--- src/rtl/commutation_block_if.sv ---
// Crossbar port bundle: request channel from master, ack/response from slave.
// Modport names refer to which side drives the request channel.
interface cross_bar_if;
  logic        req;
  logic [31:0] addr;
  logic        cmd;
  logic [31:0] wdata;
  logic        ack;
  logic        resp;
  logic [31:0] rdata;

  modport master (
    output req, addr, cmd, wdata,
    input  ack, resp, rdata
  );

  modport slave (
    input  req, addr, cmd, wdata,
    output ack, resp, rdata
  );
endinterface

--- src/rtl/commutation_block.sv ---
// Data-path switch of the 4x4 crossbar: routes granted requests to slaves
// and steers ack/response/read data back to the owning master.
module commutation_block (
  input  logic            clk,
  input  logic            rst_n,
  input  logic [3:0][3:0] granted_matrix,
  cross_bar_if.slave      master_0_if,
  cross_bar_if.slave      master_1_if,
  cross_bar_if.slave      master_2_if,
  cross_bar_if.slave      master_3_if,
  cross_bar_if.master     slave_0_if,
  cross_bar_if.master     slave_1_if,
  cross_bar_if.master     slave_2_if,
  cross_bar_if.master     slave_3_if,
  output logic [3:0]      session_is_finished
);

  // rst_n is active-high despite its name.
  logic [3:0]       m_req;
  logic [3:0][31:0] m_addr;
  logic [3:0]       m_cmd;
  logic [3:0][31:0] m_wdata;
  logic [3:0]       m_ack;
  logic [3:0]       m_resp;
  logic [3:0][31:0] m_rdata;

  logic [3:0]       s_req;
  logic [3:0][31:0] s_addr;
  logic [3:0]       s_cmd;
  logic [3:0][31:0] s_wdata;
  logic [3:0]       s_ack;
  logic [3:0]       s_resp;
  logic [3:0][31:0] s_rdata;

  logic [3:0]       g_vld;
  logic [3:0][1:0]  g_idx;
  logic [3:0]       eff;

  logic [3:0]       owner_vld;
  logic [3:0][1:0]  owner_idx;

  assign m_req[0]   = master_0_if.req;
  assign m_req[1]   = master_1_if.req;
  assign m_req[2]   = master_2_if.req;
  assign m_req[3]   = master_3_if.req;
  assign m_addr[0]  = master_0_if.addr;
  assign m_addr[1]  = master_1_if.addr;
  assign m_addr[2]  = master_2_if.addr;
  assign m_addr[3]  = master_3_if.addr;
  assign m_cmd[0]   = master_0_if.cmd;
  assign m_cmd[1]   = master_1_if.cmd;
  assign m_cmd[2]   = master_2_if.cmd;
  assign m_cmd[3]   = master_3_if.cmd;
  assign m_wdata[0] = master_0_if.wdata;
  assign m_wdata[1] = master_1_if.wdata;
  assign m_wdata[2] = master_2_if.wdata;
  assign m_wdata[3] = master_3_if.wdata;

  assign master_0_if.ack   = m_ack[0];
  assign master_1_if.ack   = m_ack[1];
  assign master_2_if.ack   = m_ack[2];
  assign master_3_if.ack   = m_ack[3];
  assign master_0_if.resp  = m_resp[0];
  assign master_1_if.resp  = m_resp[1];
  assign master_2_if.resp  = m_resp[2];
  assign master_3_if.resp  = m_resp[3];
  assign master_0_if.rdata = m_rdata[0];
  assign master_1_if.rdata = m_rdata[1];
  assign master_2_if.rdata = m_rdata[2];
  assign master_3_if.rdata = m_rdata[3];

  assign s_ack[0]   = slave_0_if.ack;
  assign s_ack[1]   = slave_1_if.ack;
  assign s_ack[2]   = slave_2_if.ack;
  assign s_ack[3]   = slave_3_if.ack;
  assign s_resp[0]  = slave_0_if.resp;
  assign s_resp[1]  = slave_1_if.resp;
  assign s_resp[2]  = slave_2_if.resp;
  assign s_resp[3]  = slave_3_if.resp;
  assign s_rdata[0] = slave_0_if.rdata;
  assign s_rdata[1] = slave_1_if.rdata;
  assign s_rdata[2] = slave_2_if.rdata;
  assign s_rdata[3] = slave_3_if.rdata;

  assign slave_0_if.req   = s_req[0];
  assign slave_1_if.req   = s_req[1];
  assign slave_2_if.req   = s_req[2];
  assign slave_3_if.req   = s_req[3];
  assign slave_0_if.addr  = s_addr[0];
  assign slave_1_if.addr  = s_addr[1];
  assign slave_2_if.addr  = s_addr[2];
  assign slave_3_if.addr  = s_addr[3];
  assign slave_0_if.cmd   = s_cmd[0];
  assign slave_1_if.cmd   = s_cmd[1];
  assign slave_2_if.cmd   = s_cmd[2];
  assign slave_3_if.cmd   = s_cmd[3];
  assign slave_0_if.wdata = s_wdata[0];
  assign slave_1_if.wdata = s_wdata[1];
  assign slave_2_if.wdata = s_wdata[2];
  assign slave_3_if.wdata = s_wdata[3];

  // Grant decode: lowest set bit wins, effective only if its address matches.
  always_comb begin
    g_vld = '0;
    g_idx = '0;
    eff   = '0;
    for (int s = 0; s < 4; s++) begin
      for (int m = 3; m >= 0; m--) begin
        if (granted_matrix[s][m]) begin
          g_vld[s] = 1'b1;
          g_idx[s] = 2'(m);
        end
      end
      eff[s] = g_vld[s] && (m_addr[g_idx[s]][31:30] == 2'(s));
    end
  end

  // Request path: forward the effectively granted master, else drive zeros.
  always_comb begin
    s_req   = '0;
    s_addr  = '0;
    s_cmd   = '0;
    s_wdata = '0;
    for (int s = 0; s < 4; s++) begin
      if (eff[s]) begin
        s_req[s]   = m_req[g_idx[s]];
        s_addr[s]  = m_addr[g_idx[s]];
        s_cmd[s]   = m_cmd[g_idx[s]];
        s_wdata[s] = m_wdata[g_idx[s]];
      end
    end
  end

  // Ack path: a master only hears the slave its address selects, if granted there.
  always_comb begin
    m_ack = '0;
    for (int m = 0; m < 4; m++) begin
      if (eff[m_addr[m][31:30]] &&
          g_idx[m_addr[m][31:30]] == 2'(m)) begin
        m_ack[m] = s_ack[m_addr[m][31:30]];
      end
    end
  end

  // Owner tracking: a handshake loads the owner; a response retires it.
  always_ff @(posedge clk or posedge rst_n) begin
    if (rst_n) begin
      owner_vld <= '0;
      owner_idx <= '0;
    end else begin
      for (int s = 0; s < 4; s++) begin
        if (s_req[s] && s_ack[s]) begin
          owner_vld[s] <= 1'b1;
          owner_idx[s] <= g_idx[s];
        end else if (s_resp[s] && owner_vld[s]) begin
          owner_vld[s] <= 1'b0;
        end
      end
    end
  end

  // Response path: steered by the registered owner, not the live grant.
  always_comb begin
    m_resp  = '0;
    m_rdata = '0;
    for (int s = 0; s < 4; s++) begin
      if (owner_vld[s]) begin
        m_resp[owner_idx[s]]  = m_resp[owner_idx[s]] | s_resp[s];
        m_rdata[owner_idx[s]] = m_rdata[owner_idx[s]] | s_rdata[s];
      end
    end
  end

  assign session_is_finished = s_resp & owner_vld;

endmodule

--- src/flat_wrapper.sv ---
// flat-port wrapper written by rule: the top's interface ports become plain ports
module commutation_block_flat 
  (clk, rst_n, granted_matrix, session_is_finished, master_0_if_req, master_0_if_addr, master_0_if_cmd, master_0_if_wdata, master_0_if_ack, master_0_if_resp, master_0_if_rdata, master_1_if_req, master_1_if_addr, master_1_if_cmd, master_1_if_wdata, master_1_if_ack, master_1_if_resp, master_1_if_rdata, master_2_if_req, master_2_if_addr, master_2_if_cmd, master_2_if_wdata, master_2_if_ack, master_2_if_resp, master_2_if_rdata, master_3_if_req, master_3_if_addr, master_3_if_cmd, master_3_if_wdata, master_3_if_ack, master_3_if_resp, master_3_if_rdata, slave_0_if_req, slave_0_if_addr, slave_0_if_cmd, slave_0_if_wdata, slave_0_if_ack, slave_0_if_resp, slave_0_if_rdata, slave_1_if_req, slave_1_if_addr, slave_1_if_cmd, slave_1_if_wdata, slave_1_if_ack, slave_1_if_resp, slave_1_if_rdata, slave_2_if_req, slave_2_if_addr, slave_2_if_cmd, slave_2_if_wdata, slave_2_if_ack, slave_2_if_resp, slave_2_if_rdata, slave_3_if_req, slave_3_if_addr, slave_3_if_cmd, slave_3_if_wdata, slave_3_if_ack, slave_3_if_resp, slave_3_if_rdata);
  cross_bar_if master_0_if_i ();
  cross_bar_if master_1_if_i ();
  cross_bar_if master_2_if_i ();
  cross_bar_if master_3_if_i ();
  cross_bar_if slave_0_if_i ();
  cross_bar_if slave_1_if_i ();
  cross_bar_if slave_2_if_i ();
  cross_bar_if slave_3_if_i ();
  input  logic clk;
  input  logic rst_n;
  input  logic [3:0][3:0] granted_matrix;
  output logic [3:0] session_is_finished;
  input wire logic [$bits(master_0_if_i.req)-1:0] master_0_if_req;
  input wire logic [$bits(master_0_if_i.addr)-1:0] master_0_if_addr;
  input wire logic [$bits(master_0_if_i.cmd)-1:0] master_0_if_cmd;
  input wire logic [$bits(master_0_if_i.wdata)-1:0] master_0_if_wdata;
  output wire logic [$bits(master_0_if_i.ack)-1:0] master_0_if_ack;
  output wire logic [$bits(master_0_if_i.resp)-1:0] master_0_if_resp;
  output wire logic [$bits(master_0_if_i.rdata)-1:0] master_0_if_rdata;
  input wire logic [$bits(master_1_if_i.req)-1:0] master_1_if_req;
  input wire logic [$bits(master_1_if_i.addr)-1:0] master_1_if_addr;
  input wire logic [$bits(master_1_if_i.cmd)-1:0] master_1_if_cmd;
  input wire logic [$bits(master_1_if_i.wdata)-1:0] master_1_if_wdata;
  output wire logic [$bits(master_1_if_i.ack)-1:0] master_1_if_ack;
  output wire logic [$bits(master_1_if_i.resp)-1:0] master_1_if_resp;
  output wire logic [$bits(master_1_if_i.rdata)-1:0] master_1_if_rdata;
  input wire logic [$bits(master_2_if_i.req)-1:0] master_2_if_req;
  input wire logic [$bits(master_2_if_i.addr)-1:0] master_2_if_addr;
  input wire logic [$bits(master_2_if_i.cmd)-1:0] master_2_if_cmd;
  input wire logic [$bits(master_2_if_i.wdata)-1:0] master_2_if_wdata;
  output wire logic [$bits(master_2_if_i.ack)-1:0] master_2_if_ack;
  output wire logic [$bits(master_2_if_i.resp)-1:0] master_2_if_resp;
  output wire logic [$bits(master_2_if_i.rdata)-1:0] master_2_if_rdata;
  input wire logic [$bits(master_3_if_i.req)-1:0] master_3_if_req;
  input wire logic [$bits(master_3_if_i.addr)-1:0] master_3_if_addr;
  input wire logic [$bits(master_3_if_i.cmd)-1:0] master_3_if_cmd;
  input wire logic [$bits(master_3_if_i.wdata)-1:0] master_3_if_wdata;
  output wire logic [$bits(master_3_if_i.ack)-1:0] master_3_if_ack;
  output wire logic [$bits(master_3_if_i.resp)-1:0] master_3_if_resp;
  output wire logic [$bits(master_3_if_i.rdata)-1:0] master_3_if_rdata;
  output wire logic [$bits(slave_0_if_i.req)-1:0] slave_0_if_req;
  output wire logic [$bits(slave_0_if_i.addr)-1:0] slave_0_if_addr;
  output wire logic [$bits(slave_0_if_i.cmd)-1:0] slave_0_if_cmd;
  output wire logic [$bits(slave_0_if_i.wdata)-1:0] slave_0_if_wdata;
  input wire logic [$bits(slave_0_if_i.ack)-1:0] slave_0_if_ack;
  input wire logic [$bits(slave_0_if_i.resp)-1:0] slave_0_if_resp;
  input wire logic [$bits(slave_0_if_i.rdata)-1:0] slave_0_if_rdata;
  output wire logic [$bits(slave_1_if_i.req)-1:0] slave_1_if_req;
  output wire logic [$bits(slave_1_if_i.addr)-1:0] slave_1_if_addr;
  output wire logic [$bits(slave_1_if_i.cmd)-1:0] slave_1_if_cmd;
  output wire logic [$bits(slave_1_if_i.wdata)-1:0] slave_1_if_wdata;
  input wire logic [$bits(slave_1_if_i.ack)-1:0] slave_1_if_ack;
  input wire logic [$bits(slave_1_if_i.resp)-1:0] slave_1_if_resp;
  input wire logic [$bits(slave_1_if_i.rdata)-1:0] slave_1_if_rdata;
  output wire logic [$bits(slave_2_if_i.req)-1:0] slave_2_if_req;
  output wire logic [$bits(slave_2_if_i.addr)-1:0] slave_2_if_addr;
  output wire logic [$bits(slave_2_if_i.cmd)-1:0] slave_2_if_cmd;
  output wire logic [$bits(slave_2_if_i.wdata)-1:0] slave_2_if_wdata;
  input wire logic [$bits(slave_2_if_i.ack)-1:0] slave_2_if_ack;
  input wire logic [$bits(slave_2_if_i.resp)-1:0] slave_2_if_resp;
  input wire logic [$bits(slave_2_if_i.rdata)-1:0] slave_2_if_rdata;
  output wire logic [$bits(slave_3_if_i.req)-1:0] slave_3_if_req;
  output wire logic [$bits(slave_3_if_i.addr)-1:0] slave_3_if_addr;
  output wire logic [$bits(slave_3_if_i.cmd)-1:0] slave_3_if_cmd;
  output wire logic [$bits(slave_3_if_i.wdata)-1:0] slave_3_if_wdata;
  input wire logic [$bits(slave_3_if_i.ack)-1:0] slave_3_if_ack;
  input wire logic [$bits(slave_3_if_i.resp)-1:0] slave_3_if_resp;
  input wire logic [$bits(slave_3_if_i.rdata)-1:0] slave_3_if_rdata;
  assign master_0_if_i.req = master_0_if_req;
  assign master_0_if_i.addr = master_0_if_addr;
  assign master_0_if_i.cmd = master_0_if_cmd;
  assign master_0_if_i.wdata = master_0_if_wdata;
  assign master_0_if_ack = master_0_if_i.ack;
  assign master_0_if_resp = master_0_if_i.resp;
  assign master_0_if_rdata = master_0_if_i.rdata;
  assign master_1_if_i.req = master_1_if_req;
  assign master_1_if_i.addr = master_1_if_addr;
  assign master_1_if_i.cmd = master_1_if_cmd;
  assign master_1_if_i.wdata = master_1_if_wdata;
  assign master_1_if_ack = master_1_if_i.ack;
  assign master_1_if_resp = master_1_if_i.resp;
  assign master_1_if_rdata = master_1_if_i.rdata;
  assign master_2_if_i.req = master_2_if_req;
  assign master_2_if_i.addr = master_2_if_addr;
  assign master_2_if_i.cmd = master_2_if_cmd;
  assign master_2_if_i.wdata = master_2_if_wdata;
  assign master_2_if_ack = master_2_if_i.ack;
  assign master_2_if_resp = master_2_if_i.resp;
  assign master_2_if_rdata = master_2_if_i.rdata;
  assign master_3_if_i.req = master_3_if_req;
  assign master_3_if_i.addr = master_3_if_addr;
  assign master_3_if_i.cmd = master_3_if_cmd;
  assign master_3_if_i.wdata = master_3_if_wdata;
  assign master_3_if_ack = master_3_if_i.ack;
  assign master_3_if_resp = master_3_if_i.resp;
  assign master_3_if_rdata = master_3_if_i.rdata;
  assign slave_0_if_req = slave_0_if_i.req;
  assign slave_0_if_addr = slave_0_if_i.addr;
  assign slave_0_if_cmd = slave_0_if_i.cmd;
  assign slave_0_if_wdata = slave_0_if_i.wdata;
  assign slave_0_if_i.ack = slave_0_if_ack;
  assign slave_0_if_i.resp = slave_0_if_resp;
  assign slave_0_if_i.rdata = slave_0_if_rdata;
  assign slave_1_if_req = slave_1_if_i.req;
  assign slave_1_if_addr = slave_1_if_i.addr;
  assign slave_1_if_cmd = slave_1_if_i.cmd;
  assign slave_1_if_wdata = slave_1_if_i.wdata;
  assign slave_1_if_i.ack = slave_1_if_ack;
  assign slave_1_if_i.resp = slave_1_if_resp;
  assign slave_1_if_i.rdata = slave_1_if_rdata;
  assign slave_2_if_req = slave_2_if_i.req;
  assign slave_2_if_addr = slave_2_if_i.addr;
  assign slave_2_if_cmd = slave_2_if_i.cmd;
  assign slave_2_if_wdata = slave_2_if_i.wdata;
  assign slave_2_if_i.ack = slave_2_if_ack;
  assign slave_2_if_i.resp = slave_2_if_resp;
  assign slave_2_if_i.rdata = slave_2_if_rdata;
  assign slave_3_if_req = slave_3_if_i.req;
  assign slave_3_if_addr = slave_3_if_i.addr;
  assign slave_3_if_cmd = slave_3_if_i.cmd;
  assign slave_3_if_wdata = slave_3_if_i.wdata;
  assign slave_3_if_i.ack = slave_3_if_ack;
  assign slave_3_if_i.resp = slave_3_if_resp;
  assign slave_3_if_i.rdata = slave_3_if_rdata;
  commutation_block u_core (.clk(clk), .rst_n(rst_n), .granted_matrix(granted_matrix), .master_0_if(master_0_if_i), .master_1_if(master_1_if_i), .master_2_if(master_2_if_i), .master_3_if(master_3_if_i), .slave_0_if(slave_0_if_i), .slave_1_if(slave_1_if_i), .slave_2_if(slave_2_if_i), .slave_3_if(slave_3_if_i), .session_is_finished(session_is_finished));
endmodule
--- config.mk ---
export PLATFORM = sky130hd
export DESIGN_NAME = commutation_block_flat
export DESIGN_NICKNAME = d
export VERILOG_FILES = /design/src/rtl/commutation_block_if.sv /design/src/rtl/commutation_block.sv /design/src/flat_wrapper.sv
export SDC_FILE = /design/constraint.sdc
export NUM_CORES = 1
export LEC_CHECK = 0
export CORE_AREA = 2 2 320 322
export CTS_CLUSTER_DIAMETER = 200
export DETAILED_ROUTE_END_ITERATION = 8
export DIE_AREA = 0 0 322 324
export MAX_ROUTING_LAYER = met4
export PLACE_DENSITY = 0.35
export SYNTH_ARGS = -nofsm -noshare
export SYNTH_HDL_FRONTEND = slang
export SYNTH_SLANG_ARGS = --single-unit
export TNS_END_PERCENT = 30
--- constraint.sdc ---
create_clock -name clk -period 3.42 [get_ports clk]
set_input_delay 1.026 -clock clk [delete_from_list [all_inputs] [get_ports clk]]
set_output_delay 1.026 -clock clk [all_outputs]
set_load 0.02 [all_outputs]
# [After elaboration in Yosys (flattened, before gate mapping)]
# Cells that the tools add are included.
[word_totals] register_bits=12 input_bits=418 out_inout_bits=404 wordCells=229
[op_classes] order_cmp=16 eq_ne=6 muxes=162 bitwise_logic=11 reduce_logical=26
[op_table] operator="binary-select mux 32 bit (select 2 bit)" count=12
[op_table] operator="2-to-1 mux 32 bit" count=24
[op_table] operator="2-to-1 mux 128 bit" count=4
[op_table] operator="bitwise mux 128 bit" count=3
[op_table] operator="demux 32 bit (select 2 bit)" count=4
[op_table] operator="AND 128 bit" count=1
[op_table] operator="bitwise OR 32 bit" count=4
[op_table] operator="2-to-1 mux 1 bit" count=60
[op_table] operator="binary-select mux 1 bit (select 2 bit)" count=20
[op_table] operator="2-to-1 mux 2 bit" count=20
[op_table] operator="less-than comparator 2 x 3 -> 1 bit (second input constant)" count=12
[op_table] operator="logical AND 1 bit" count=20
[op_table] operator="binary-select mux 2 bit (select 2 bit)" count=4
[op_table] operator="2-to-1 mux 4 bit" count=4
[op_table] operator="bitwise mux 4 bit" count=3
[op_table] operator="AND 4 bit" count=2
[op_table] operator="demux 1 bit (select 2 bit)" count=4
[op_table] operator="== test 2 bit (second input constant)" count=4
[op_table] operator="greater-or-equal comparator 2 x 1 -> 1 bit (second input constant)" count=4
[op_table] operator="nonzero test 2 bit" count=4
[op_table] operator="== test 2 x 1 -> 1 bit (second input constant)" count=2
[op_table] operator="zero test 2 bit" count=2
[op_table] operator="bitwise OR 1 bit" count=4

# [Depth between registers and ports, before layout]
# Gate-level depths: netlist of run 1.
[depth] ltp_word=21 mapped_depth=8 mapped_depth_nobuf=6

# [Worst setup path before layout of run 1]
# No wires, ideal clock.
[synth_timing] path_kind="input-to-output" from="input granted_matrix[12] (netlist name)" to="output master_3_if_ack" arrival_time_ns=2.637 t_required_ns=2.394 path_slack_ns=-0.243 stages=7 path_buffers=3 path_cell_list="clkbuf_1 > nor3_2 > buf_2 > buf_2 > nand3_1 > o311a_1 > a211oi_1"
[synth_via] elab_chain_cells=9 elab_cells_between_ends=13 cone_classes="eq/ne (2); mux (9); reduce/logical (2)"
[synth_rtl] element="start: declaration" line_no="flat_wrapper.sv:14" text="input logic [3:0][3:0] granted_matrix;"
[synth_rtl] element="2-to-1 mux 2 bit" line_no="commutation_block.sv:109" text="if (granted_matrix[s][m]) begin"
[synth_rtl] element="binary-select mux 32 bit (select 2 bit)" line_no="commutation_block.sv:114" text="eff[s] = g_vld[s] && (m_addr[g_idx[s]][31:30] == 2'(s));"
[synth_rtl] element="2-to-1 mux 32 bit (not written as such)" line_no="commutation_block.sv:114"
[synth_rtl] element="== test 2 bit" line_no="commutation_block.sv:114"
[synth_rtl] element="logical AND 1 bit" line_no="commutation_block.sv:114"
[synth_rtl] element="binary-select mux 1 bit (select 2 bit)" line_no="commutation_block.sv:138" text="if (eff[m_addr[m][31:30]] &&"
[synth_rtl] element="2-to-1 mux 1 bit (not written as such)" line_no="commutation_block.sv:138"
[synth_rtl] element="logical AND 1 bit *" line_no="commutation_block.sv:138"
[synth_rtl] element="2-to-1 mux 1 bit *" line_no="commutation_block.sv:138"
[synth_rtl] element="end: declaration" line_no="flat_wrapper.sv:41" text="output wire logic [$bits(master_3_if_i.ack)-1:0] master_3_if_ack;"
# Mark *: on every way between the ends. The rest lies on a longest branch, timed or not. The select of a mux whose other input is x is not followed.

# [Worst setup path in the final report of run 1]
[layout_timing] from="input granted_matrix[14] (netlist name)" to="output slave_3_if_addr[9]"
[layout_via] elab_chain_cells=8 elab_cells_between_ends=11 cone_classes="eq/ne (1); mux (9); reduce/logical (1)"
[layout_rtl] element="2-to-1 mux 2 bit (3 in a row)" line_no="commutation_block.sv:109"
[layout_rtl] element="binary-select mux 32 bit (select 2 bit)" line_no="commutation_block.sv:114, commutation_block.sv:127"
[layout_rtl] element="2-to-1 mux 32 bit (not written as such)" line_no="commutation_block.sv:114, commutation_block.sv:127"
[layout_rtl] element="== test 2 bit" line_no="commutation_block.sv:114"
[layout_rtl] element="logical AND 1 bit" line_no="commutation_block.sv:114"
[layout_rtl] element="2-to-1 mux 32 bit *" line_no="commutation_block.sv:125" text="if (eff[s]) begin"
[layout_rtl] element="end: declaration" line_no="flat_wrapper.sv:66" text="output wire logic [$bits(slave_3_if_i.addr)-1:0] slave_3_if_addr;"
# Marks and branches as above.

==> results of run 1 <==
layer usage:
layer / global-route usage (%) / vias up
met4: 4.02 / 0
met3: 4.13 / 133
li1: - / 7933
met5: - / -
met2: 35.4 / 1042
met1: 24.7 / 9517
synthesized netlist by cell type, types with 5 or more instances:
cell type                    n  area share (%)
sky130_fd_sc_hd__o221ai_1   66             4.6
sky130_fd_sc_hd__o21ai_0    52             2.1
sky130_fd_sc_hd__buf_2      47             1.9
sky130_fd_sc_hd__mux4_2    256              46
sky130_fd_sc_hd__o21a_1      6            0.36
sky130_fd_sc_hd__clkbuf_1   82             2.5
sky130_fd_sc_hd__a22oi_1    94             5.7
sky130_fd_sc_hd__mux2i_1     5            0.40
sky130_fd_sc_hd__nor2b_1   142             7.1
sky130_fd_sc_hd__o211ai_1   12            0.72
sky130_fd_sc_hd__dfrtp_1    12             2.4
sky130_fd_sc_hd__a32oi_1    28             2.0
sky130_fd_sc_hd__and2_1    134             6.7
sky130_fd_sc_hd__nand2b_1    5            0.25
sky130_fd_sc_hd__mux2_1      5            0.45
sky130_fd_sc_hd__inv_1      15            0.45
sky130_fd_sc_hd__nor2_1     30            0.90
sky130_fd_sc_hd__nand3_1     7            0.28
sky130_fd_sc_hd__a221oi_1   10            0.70
sky130_fd_sc_hd__nand2_1   106             3.2
sky130_fd_sc_hd__buf_4      28             1.7
sky130_fd_sc_hd__a21oi_1    61             2.4
sky130_fd_sc_hd__buf_1      10            0.30
sky130_fd_sc_hd__a22o_1      9            0.63
power groups by stage:
stage | clock (mW) | sequential (mW) | combinational [mW]
6_report | 0.239 | 0.204 | 5.57
5_1_grt | 0.251 | 0.209 | 5.83
4_1_cts | 0.243 | 0.205 | 5.23
3_5_place_dp | 0 | 0.207 | 4.81
3_3_place_gp | 0 | 0.205 | 4.81
2_1_floorplan | 0 | 0.192 | 2.07
logic make-up after synthesis:
group	after synthesis	share of synthesized area [%]
multiplexers	269	47.4
other	1	0.0301
buffers and inverters	184	6.92
AND/OR/NAND/NOR	465	21.4
flip-flops	12	2.41
AO/OA/AOI/OAI	375	21.7
XOR/XNOR	3	0.211
cell type report:
class	count	area share, %
Antenna cell	25	0.213
Multi-Input combinational cell	1117	42.3
Timing Repair Buffer	1421	50.4
Tap cell	1309	5.57
Sequential cell	12	1.03
Clock buffer	4	0.302
Inverter	16	0.204
sequential cells by signal (all words and copies together) (netlist names):
register,flops
u_core.owner_idx,8
u_core.owner_vld,4
worst max-delay path, cell delays in order:
cell and delay (ns):
sky130_fd_sc_hd__buf_6 0.10, sky130_fd_sc_hd__nand2b_4 0.14, sky130_fd_sc_hd__a21oi_4 0.20, sky130_fd_sc_hd__buf_12 0.17, sky130_fd_sc_hd__buf_12 0.14, sky130_fd_sc_hd__buf_16 0.12
sky130_fd_sc_hd__buf_12 0.12, sky130_fd_sc_hd__buf_4 0.11, sky130_fd_sc_hd__mux4_2 0.48, sky130_fd_sc_hd__and2_4 0.17, sky130_fd_sc_hd__buf_6 0.12
cells in the final DEF (no fill, tap or decap), drive strengths merged, types with 7 or more instances in the layout:
master         netlist  routed
buf                 86     888
clkdlybuf4s50        0     468
mux4               256     256
nor2b              142     142
and2               134     134
nand2              106     106
a22oi               94      94
o221ai              67      67
a21oi               62      62
o21ai               56      56
nor2                31      31
clkbuf              82      31
a32oi               28      28
diode                0      25
dlymetal6s2s         0      19
inv                 16      16
o211ai              12      12
dfrtp               12      12
a221oi              10      10
nor3                10      10
a22o                 9       9
dlygate4sd2          0       9
clkdlybuf4s15        0       8
mux2                 8       8
nand3                7       7
o21a                 6       7
stage by stage:
stage | setup slack [ns] | hold slack (ns) | utilization [%] | std cells | power [mW]
after global placement | -1.75 | 0.519 | 25.4 | 3689 | 5.01
after floorplan | -0.0530 | 0.551 | - | 1312 | 2.26
after detailed placement | -1.68 | 0.525 | 25.4 | 3689 | 5.02
final | -0.529 | 0.535 | 29.1 | 3904 | 6.01
after global routing | -0.559 | 0.543 | 29.1 | 3902 | 6.29
after CTS | -0.854 | 0.536 | 27.6 | 3834 | 5.68
what timing repair did:
action,CTS,global route
gates resized for setup,1112,586
setup buffers,127,46
hold endpoints to repair,0,0
pin swaps,23,72
setup endpoints to repair,398,397
gates cloned,20,15
final timing paths:
path / slack (ns) / startpoint / end / depth (start not counted)
min: 0.54 / u_core.owner_vld[3] / u_core.owner_vld[3] / 1
max reg2reg: 2.40 / u_core.owner_idx[1] / u_core.owner_idx[1] / 2
max: -0.53 / granted_matrix[14] / slave_3_if_addr[9] / 11
min reg2reg: 0.54 / u_core.owner_vld[3] / u_core.owner_vld[3] / 1
min in group asynchronous: 1.14 / rst_n / u_core.owner_idx[6] / 2
max in group asynchronous: 1.91 / rst_n / u_core.owner_vld[3] / 2
==> out/qor.yml, run 1 <==
run_status:
  outcome: "finished, violations left"
  violations_in_the_final_reports: "setup timing"
power_and_ir_drop:
  net_switching_power_mw: 2.75
  leakage_nw: 11.8
  ir_drop_uv: 118
  power.switching_fraction_pct: 45.8
  p_int_mw: 3.26
  seqPwrFrac_pct: 3.4
  power.density_cell_area_mw_per_mm2: 204
  combPwrFrac_pct: 92.6
  power.share.clock_pct: 4.0
place:
  io_buffer_count: 817
  post-dp-hpwl_um: 84500
  finalWeightedCongestion: 0.930
  dpl-instance-area_mm2: 0.0256
detailed_routing:
  wl_met3_um: 8650
  route.detailed.vias_per_inst: 4.77
  avgRoutedWirePerCell_um: 28.7
  detail_route.iter0.violations: 1406
  drt_drc_violations_left: 0
  totalWireLength_um: 112000
  met2RoutedLength_um: 55500
  antenna_left: 0
  topRoutingLayerUsed: "met4"
  drtPass1Iterations: 5
  route.vias.total: 18600
  routedLengthMet1_um: 44300
cts:
  cts.htree.levels: 1
  clock_insertion_delay_worst_skew_ns: 0.24
  path_clk_slew_ns: 0.04
  clock_tree.root_cell: "sky130_fd_sc_hd__clkbuf_16"
  numCtsBuffers: 3
  postCtsHoldBufs: 0
  tritoncts: "done"
  tritoncts_num_sinks: 12
  cts.path.max_buffers: 2
sta:
  worst_slew_margin_rel_pct: 59.5
  fmax_ghz: 0.253
  setup_viol: 370
  slew_violations: 0
  clock-skew-final_ns: 0
  timing_worst_slew_pin_value_ns: 0.602
  portion_of_the_clock_cycle_consumed_by_the_worst_path_in_the_final_layout_pct: 115
  final.min_clock_period_ns: 3.95
  timing.setup.tns_ns: -108.04
  final_hold_viol_count: 0
  rsz0062_at_grt: "true"
  fin_ws_ns: -0.529
die:
  core_area_mm2: 0.101
  die_h_um: 324
  width_of_the_die_um: 322
  initial_core_util_pct: 12.3
  dieArea_mm2: 0.104
  fp-row-count: 117
  top_level_ports: 822
synth:
  ff_latch_count_synth: 12
  syn-mean-instance-area_um2: 9.52
  yosys.cell_types.count: 68
  postSynth.topFlopCell: "sky130_fd_sc_hd__dfrtp_1"
  post_synth_inst_count: 1309
  number_of_enable_flip_flop_cells_after_synthesis: 0
  ys.warnings.count: 0
  synthesis.area_mm2: 0.0125
  synth_async_sr_flop_share_pct: 100
  yosysSeqAreaShare_pct: 2.41
cells_and_area:
  layout-area-overhead-vs-synth_pct: 136
  multiInputGateArea_mm2: 0.0124
  fillerInstances: 10600
  final_layout_size_suffix_gt1_share_pct: 55.6
  finalInstanceArea_mm2: 0.0294
  final_nets: 2989
  register_cell_area_after_layout_um2: 302
global_route:
  largest_net_degree_at_the_start_of_global_routing: 54
  grt_antenna_before_repair: 33
  track_usage_pct: 20.5
  grt_pass1_vias: 19200
  globalRouteOverflowTotal: 0
  grt_pass1_wl_um: 151000
setup_path:
  timing.critical_path.fanout_max: 7
  worst_ep_required_time_ns: 2.39
  start_kind: "input pin"
  arrival_time_at_the_worst_endpoint_ns: 2.92
  ws_path_type: "in -> out"
  cp-end-kind: "output port"
worst_hold_path:
  hold_path.class: "reg -> reg"
job:
  maxCapViolations: 0
No activity file was read; power rests on OpenSTA's default activity.
==> run 2: changes to the inputs <==
Settings changed: ABC_CLOCK_PERIOD_IN_PS set to 3420.
==> results of run 2 <==
Final layout, timing and power as in run 1 (identical DEF).
